## config.mk

```make
export PLATFORM = sky130hd
export DESIGN_NAME = digit_sequencer_flat
export DESIGN_NICKNAME = d
export VERILOG_FILES = /design/src/rtl/digit_sequencer_if.sv /design/src/rtl/digit_sequencer.sv /design/src/flat_wrapper.sv
export SDC_FILE = /design/constraint.sdc
export NUM_CORES = 1
export LEC_CHECK = 0
export BUFFER_PORTS_ARGS = -buffer_cell sky130_fd_sc_hd__buf_2
export CORE_MARGIN = 5
export CORE_UTILIZATION = 55
export CTS_CLUSTER_DIAMETER = 50
export CTS_CLUSTER_SIZE = 30
export DETAILED_ROUTE_END_ITERATION = 6
export PLACE_DENSITY = 0.74
export SYNTH_ARGS = -nofsm -noshare
export SYNTH_HDL_FRONTEND = slang
export SYNTH_SLANG_ARGS = --single-unit
```

## constraint.sdc

```tcl
create_clock -name clk -period 4.2 [get_ports clk]
set_input_delay 0.84 -clock clk [delete_from_list [all_inputs] [get_ports clk]]
set_output_delay 0.84 -clock clk [all_outputs]
set_load 0.05 [all_outputs]
```

## src/rtl/digit_sequencer_if.sv

```systemverilog
// Bus bundle between the digit_sequencer and its controller.
// The slave side (sequencer) takes load/clear/run/rate and drives the display and status signals.
interface digit_sequencer_if #(
    parameter int DEPTH = 8
);
    localparam int LW = $clog2(DEPTH + 1);

    logic          load;
    logic [3:0]    wr_data;
    logic          clear;
    logic          run;
    logic [2:0]    rate;
    logic [3:0]    hex;
    logic [LW-1:0] len;
    logic          full;
    logic          playing;
    logic          wrap;

    modport master (
        output load, wr_data, clear, run, rate,
        input  hex, len, full, playing, wrap
    );

    modport slave (
        input  load, wr_data, clear, run, rate,
        output hex, len, full, playing, wrap
    );
endinterface

```

## src/rtl/digit_sequencer.sv

```systemverilog
// Message-playback stage feeding a seg7hex decoder: stores up to DEPTH symbol
// codes and steps through them at (rate+1) base ticks per symbol while run is high.
// Optional build macro SEQ_GAP_EN: blank the last base tick of each step when rate_s >= 1.
module digit_sequencer #(
    parameter int DEPTH       = 8,
    parameter int TICK_CYCLES = 1000
) (
    input logic             clk,
    input logic             reset,
    digit_sequencer_if.slave bus
);
    localparam int LW = $clog2(DEPTH + 1);
    localparam int PW = $clog2(DEPTH);
    localparam int CW = $clog2(TICK_CYCLES);

    typedef enum logic {IDLE, PLAY} state_t;

    state_t        state_q, state_d;
    logic [PW-1:0] ptr_q, ptr_d;
    logic [LW-1:0] len_q, len_d;
    logic          full_q, full_d;
    logic [CW-1:0] pre_q, pre_d;
    logic [2:0]    tick_q, tick_d;
    logic [2:0]    rate_s_q, rate_s_d;
    logic          wrap_q, wrap_d;

    logic [3:0]    mem [DEPTH];
    logic          mem_we;
    logic [PW-1:0] mem_waddr;

    logic          prescale_done;
    logic          step_done;
    logic          last_slot;
    logic          gap;

    // State register: all control state resets asynchronously
    always_ff @(posedge clk or posedge reset) begin
        if (reset) begin
            state_q  <= IDLE;
            ptr_q    <= '0;
            len_q    <= '0;
            full_q   <= 1'b0;
            pre_q    <= '0;
            tick_q   <= '0;
            rate_s_q <= '0;
            wrap_q   <= 1'b0;
        end else begin
            state_q  <= state_d;
            ptr_q    <= ptr_d;
            len_q    <= len_d;
            full_q   <= full_d;
            pre_q    <= pre_d;
            tick_q   <= tick_d;
            rate_s_q <= rate_s_d;
            wrap_q   <= wrap_d;
        end
    end

    // Message storage; contents are meaningless while len is zero, so no reset
    always_ff @(posedge clk) begin
        if (mem_we) begin
            mem[mem_waddr] <= bus.wr_data;
        end
    end

    // Next-state logic: clear beats run/state handling, which beats load
    always_comb begin
        state_d   = state_q;
        ptr_d     = ptr_q;
        len_d     = len_q;
        pre_d     = pre_q;
        tick_d    = tick_q;
        rate_s_d  = rate_s_q;
        wrap_d    = 1'b0;
        mem_we    = 1'b0;
        mem_waddr = PW'(len_q);

        prescale_done = (pre_q == CW'(TICK_CYCLES - 1));
        step_done     = prescale_done && (tick_q == rate_s_q);
        last_slot     = (LW'(ptr_q) == (len_q - LW'(1)));

        if (bus.clear) begin
            state_d = IDLE;
            ptr_d   = '0;
            len_d   = '0;
            pre_d   = '0;
            tick_d  = '0;
        end else begin
            unique case (state_q)
                IDLE: begin
                    if (bus.run && (len_q != '0)) begin
                        state_d  = PLAY;
                        ptr_d    = '0;
                        pre_d    = '0;
                        tick_d   = '0;
                        rate_s_d = bus.rate;
                    end else if (bus.load && !full_q) begin
                        mem_we = 1'b1;
                        len_d  = len_q + LW'(1);
                    end
                end
                PLAY: begin
                    if (!bus.run) begin
                        state_d = IDLE;
                        ptr_d   = '0;
                        pre_d   = '0;
                        tick_d  = '0;
                    end else begin
                        pre_d = prescale_done ? '0 : pre_q + CW'(1);
                        if (step_done) begin
                            tick_d   = '0;
                            rate_s_d = bus.rate;
                            if (last_slot) begin
                                ptr_d  = '0;
                                wrap_d = 1'b1;
                            end else begin
                                ptr_d = ptr_q + PW'(1);
                            end
                        end else if (prescale_done) begin
                            tick_d = tick_q + 3'd1;
                        end
                    end
                end
                default: state_d = IDLE;
            endcase
        end

        full_d = (len_d == LW'(DEPTH));
    end

    // Output logic: hex is blank outside PLAY and during the optional gap tick
    always_comb begin
`ifdef SEQ_GAP_EN
        gap = (rate_s_q != '0) && (tick_q == rate_s_q);
`else
        gap = 1'b0;
`endif
        bus.hex     = ((state_q == PLAY) && !gap) ? mem[ptr_q] : 4'hF;
        bus.len     = len_q;
        bus.full    = full_q;
        bus.playing = (state_q == PLAY);
        bus.wrap    = wrap_q;
    end
endmodule
```

## src/flat_wrapper.sv

```systemverilog
// flat-port wrapper written by rule: the top's interface ports become plain ports
module digit_sequencer_flat 
#(
    parameter int DEPTH       = 8,
    parameter int TICK_CYCLES = 1000
)
  (clk, reset, bus_load, bus_wr_data, bus_clear, bus_run, bus_rate, bus_hex, bus_len, bus_full, bus_playing, bus_wrap);
  digit_sequencer_if #(.DEPTH(DEPTH)) bus_i ();
  input logic clk;
  input logic reset;
  input wire logic [$bits(bus_i.load)-1:0] bus_load;
  input wire logic [$bits(bus_i.wr_data)-1:0] bus_wr_data;
  input wire logic [$bits(bus_i.clear)-1:0] bus_clear;
  input wire logic [$bits(bus_i.run)-1:0] bus_run;
  input wire logic [$bits(bus_i.rate)-1:0] bus_rate;
  output wire logic [$bits(bus_i.hex)-1:0] bus_hex;
  output wire logic [$bits(bus_i.len)-1:0] bus_len;
  output wire logic [$bits(bus_i.full)-1:0] bus_full;
  output wire logic [$bits(bus_i.playing)-1:0] bus_playing;
  output wire logic [$bits(bus_i.wrap)-1:0] bus_wrap;
  assign bus_i.load = bus_load;
  assign bus_i.wr_data = bus_wr_data;
  assign bus_i.clear = bus_clear;
  assign bus_i.run = bus_run;
  assign bus_i.rate = bus_rate;
  assign bus_hex = bus_i.hex;
  assign bus_len = bus_i.len;
  assign bus_full = bus_i.full;
  assign bus_playing = bus_i.playing;
  assign bus_wrap = bus_i.wrap;
  digit_sequencer #(.DEPTH(DEPTH), .TICK_CYCLES(TICK_CYCLES)) u_core (.clk(clk), .reset(reset), .bus(bus_i));
endmodule
```

==> summary.txt <==
Setup path
  • WP data arrival: 2120 ps
  • CP Class: flip-flop to output port
  • R2R Setup Slk: 1320 ps
  • R2R Path End: u_core.mem[3][1]
  • Crit path capture type: output port
  • Req. time, crit path: 3360 ps
  • Reg-to-Reg Start: u_core.bus.len[0]
  • R2r worst-path depth: 6
  • Worst-path maximum fanout: 12
  • Critical Path Start Type: flip-flop

Power and ir drop
  • Max VDD drop: 0.3840 mV
  • Pleak: around 1.2 nW
  • P per Cell Area: 432.5 nW/um2

Floorplan
  • Die Height: slightly above 80 um
  • Row count: 26
  • Full die area: 6650 um2
  • Top Ports: 23
  • Die X: about 82 um
  • Initial Utilization: 55.83%
  • Core area: roughly 5000 um2

Logic synthesis
  • Yosys top cell by area: edfxtp_1
  • Syn Nets: 236
  • Number of cells produced by synthesis: 219
  • Synth area leaders: edfxtp_1 34%, dfrtp_1 23%, mux4_2 6.4%
  • Register area share after synthesis: 57.24%
  • Post-Synthesis Cell Area: about 2800 um2
  • Post-synth top area share: 34.13%
  • EDFF count, synth: 32
  • Async set-reset flop share out of synthesis: between 40 and 50%
  • #FFs+latches synth: 58
  • Total of warnings raised by yosys: 0
  • Post-synthesis cell type count: 51
  • Average size of a mapped cell: 12.85 um2
  • Top_reg_cell synth: edfxtp_1

Global route
  • GRT Residual Overflow: 0
  • First-pass GRT wire length: about 8300 um
  • Initial antenna violation count: 0
  • Met2 Usage GRT: about 28%
  • Vias in the first global route: 1690
  • GR peak layer: met2
  • Met3 Usage GRT: just under 5%
  • Pin count of the biggest net entering global routing: 27
  • Total track usage: 17.39%
  • GR met1 Demand/Resource: around 22%

STA
  • Final setup viols: 0
  • Max-slew headroom: 29.73%
  • Hold slack: 536.8 ps
  • Fin. Hold Viols: 0
  • Fin crit period: 2963 ps
  • Final Max Slew Viols: 0
  • Setup Skew: 6.140 ps
  • RSZ-0062 raised after global routing: false
  • Slew @ Worst Pin: ~1000 ps
  • Final worst path period share: between 70% and 80%
  • Setup TNS: 0 ps
  • Max frequency: ~340 MHz

Final layout
  • Final non-filler cell area: 3146 um2
  • Diodes inserted: 0
  • Layout Area Growth over Synthesis: 11.73%
  • Share of layout cells above drive strength 1: 24.29%
  • Fin nets: 259

CTS
  • Clock Path Buffers: 2
  • Clk_lat worst skew: 330 ps
  • H-Tree Depth: 3
  • Cts bufs inserted: 9
  • Post-cts repair resize count: 0
  • Clk sinks: 58
  • Root buffer cell: clkbuf_8
  • CTS tree: done
  • # hold bufs at CTS: 0
  • Setup bufs post-CTS: 0
  • CTS clk-pin slew, worst paths: 70 ps

Run
  • Max Cap Viol: 0

Min path
  • Hold Path Depth: 1
  • Endpoint, Worst Hold: u_core.pre_q[9]
  • Hold Path Class: flip-flop to flip-flop
  • Min-delay src: u_core.pre_q[9]

Drt
  • Post-route antenna net violation count: 0
  • 1st-iter DRT viols: 66
  • WL final: slightly above 5000 um
  • DRC: 0
  • Post-DR vias/cell: 5.426
  • Router iterations before antenna repair: 4
  • DR vias: between 1500 and 2000
  • Routed len/inst: 16.06 um

Placed design
  • Placed Area: 2944 um2
  • RD Place Congestion: 0.8559
  • Port Buf Inserts: 22
  • DP Wirelength: between 3000 and 4000 um

Run status
  • Status: finished, final reports clean
[layer usage]
layer / vias up / part of all wire, %
met1: 830 / 45
li1: 848 / -
met4: 0 / 1.4
met5: - / 0
met3: 7 / 4.2
met2: 35 / 49
[flip-flops by register name, indices dropped and copies added (netlist names)]
register	count
u_core.pre_q	10
u_core.bus.len	4
u_core.ptr_q	3
u_core.tick_q	3
u_core.mem	32
u_core.bus.playing	1
u_core.rate_s_q	3
u_core.bus.wrap	1
u_core.bus.full	1
[through the flow]
stage / setup WS (ps) / power [mW] / utilization, % / instances
finish: 1237 / 1.361 / 62.38 / 317
global route: 1078 / 1.426 / 62.38 / 317
CTS: 1212 / 1.373 / 62.38 / 317
detailed placement: 1325 / 0.8626 / 58.39 / 301
global placement: 1331 / 0.8592 / 58.39 / 301
floorplan: 1481 / 0.8229 / - / 219
[synthesized netlist by cell type, types with 2 or more instances]
library cell and count:
nor4_1 5, a21oi_1 2, buf_2 4, mux2i_1 5, nand3_1 7, nand4_1 3, nor3_1 10, clkbuf_1 2
o21ai_0 11, mux2_2 3, and3_1 2, xor2_1 8, edfxtp_1 32, buf_6 2, inv_1 11, nor2_1 15
nand2_1 17, dfrtp_1 26, nand3b_1 2, o31ai_1 3, mux4_2 8, xnor2_1 6, ha_1 5, nor3b_1 3
[worst max-delay path, stage by stage (launching register included)]
cell and delay, ps:
dfrtp_1 740, mux4_2 570, mux2i_1 180, nand2_1 70
buf_2 230
[cells in the final DEF, fill, tap and decap left out, types with 2 or more instances in the layout]
master	instances
edfxtp_1	32
dfrtp_1	26
buf_2	22
nand2_1	17
nor2_1	15
inv_1	11
o21ai_0	11
nor3_1	10
clkbuf_8	9
xor2_1	8
mux4_2	8
nand3_1	7
xnor2_1	6
mux2i_1	5
nor4_1	5
ha_1	5
clkinvlp_4	4
nor3b_1	3
mux2_2	3
o31ai_1	3
nand4_1	3
nand3b_1	2
and3_1	2
a21oi_1	2
[where the power goes]
part / total, mW / switching [mW] / internal [mW]
combinational: 0.193 / 0.120 / 0.0729
sequential: 0.657 / 0.0280 / 0.629
clock: 0.510 / 0.234 / 0.276
total: 1.36 / 0.382 / 0.979
[worst max-delay path by stage]
stage                      startpoint          endpoint  slack (ps)  cells past startpoint
detailed placement  u_core.bus.len[0]  u_core.mem[3][2]        1330                      6
global route          u_core.ptr_q[0]        bus_hex[2]        1080                      4
floorplan           u_core.bus.len[0]  u_core.mem[1][0]        1480                      7
finish                u_core.ptr_q[0]        bus_hex[2]        1240                      4
CTS                   u_core.ptr_q[0]        bus_hex[2]        1210                      4
global placement    u_core.bus.len[0]  u_core.mem[3][2]        1330                      6
[cells by family (layout without fill, tap and decap cells)]
group	count (synthesis)	after routing	synth area share (%)
AO/OA/AOI/OAI	26	26	6.889
XOR/XNOR	15	15	5.156
adder cells (fa/ha/maj)	5	5	2.222
buffers and inverters	21	49	3.911
flip-flops	58	58	57.24
multiplexers	17	17	9.911
AND/OR/NAND/NOR	77	77	14.67
[layout make-up]
cell class                 instances  area [um2]
sequential                        58        1612
inverter                          11       41.29
multi-input combinational        140        1094
clock inverter                     7       77.57
tap                               70       87.58
fill                             389        1897
timing repair buffer              22       110.1
clock buffer                       9       123.9
No activity file was read; power rests on OpenSTA's default activity.
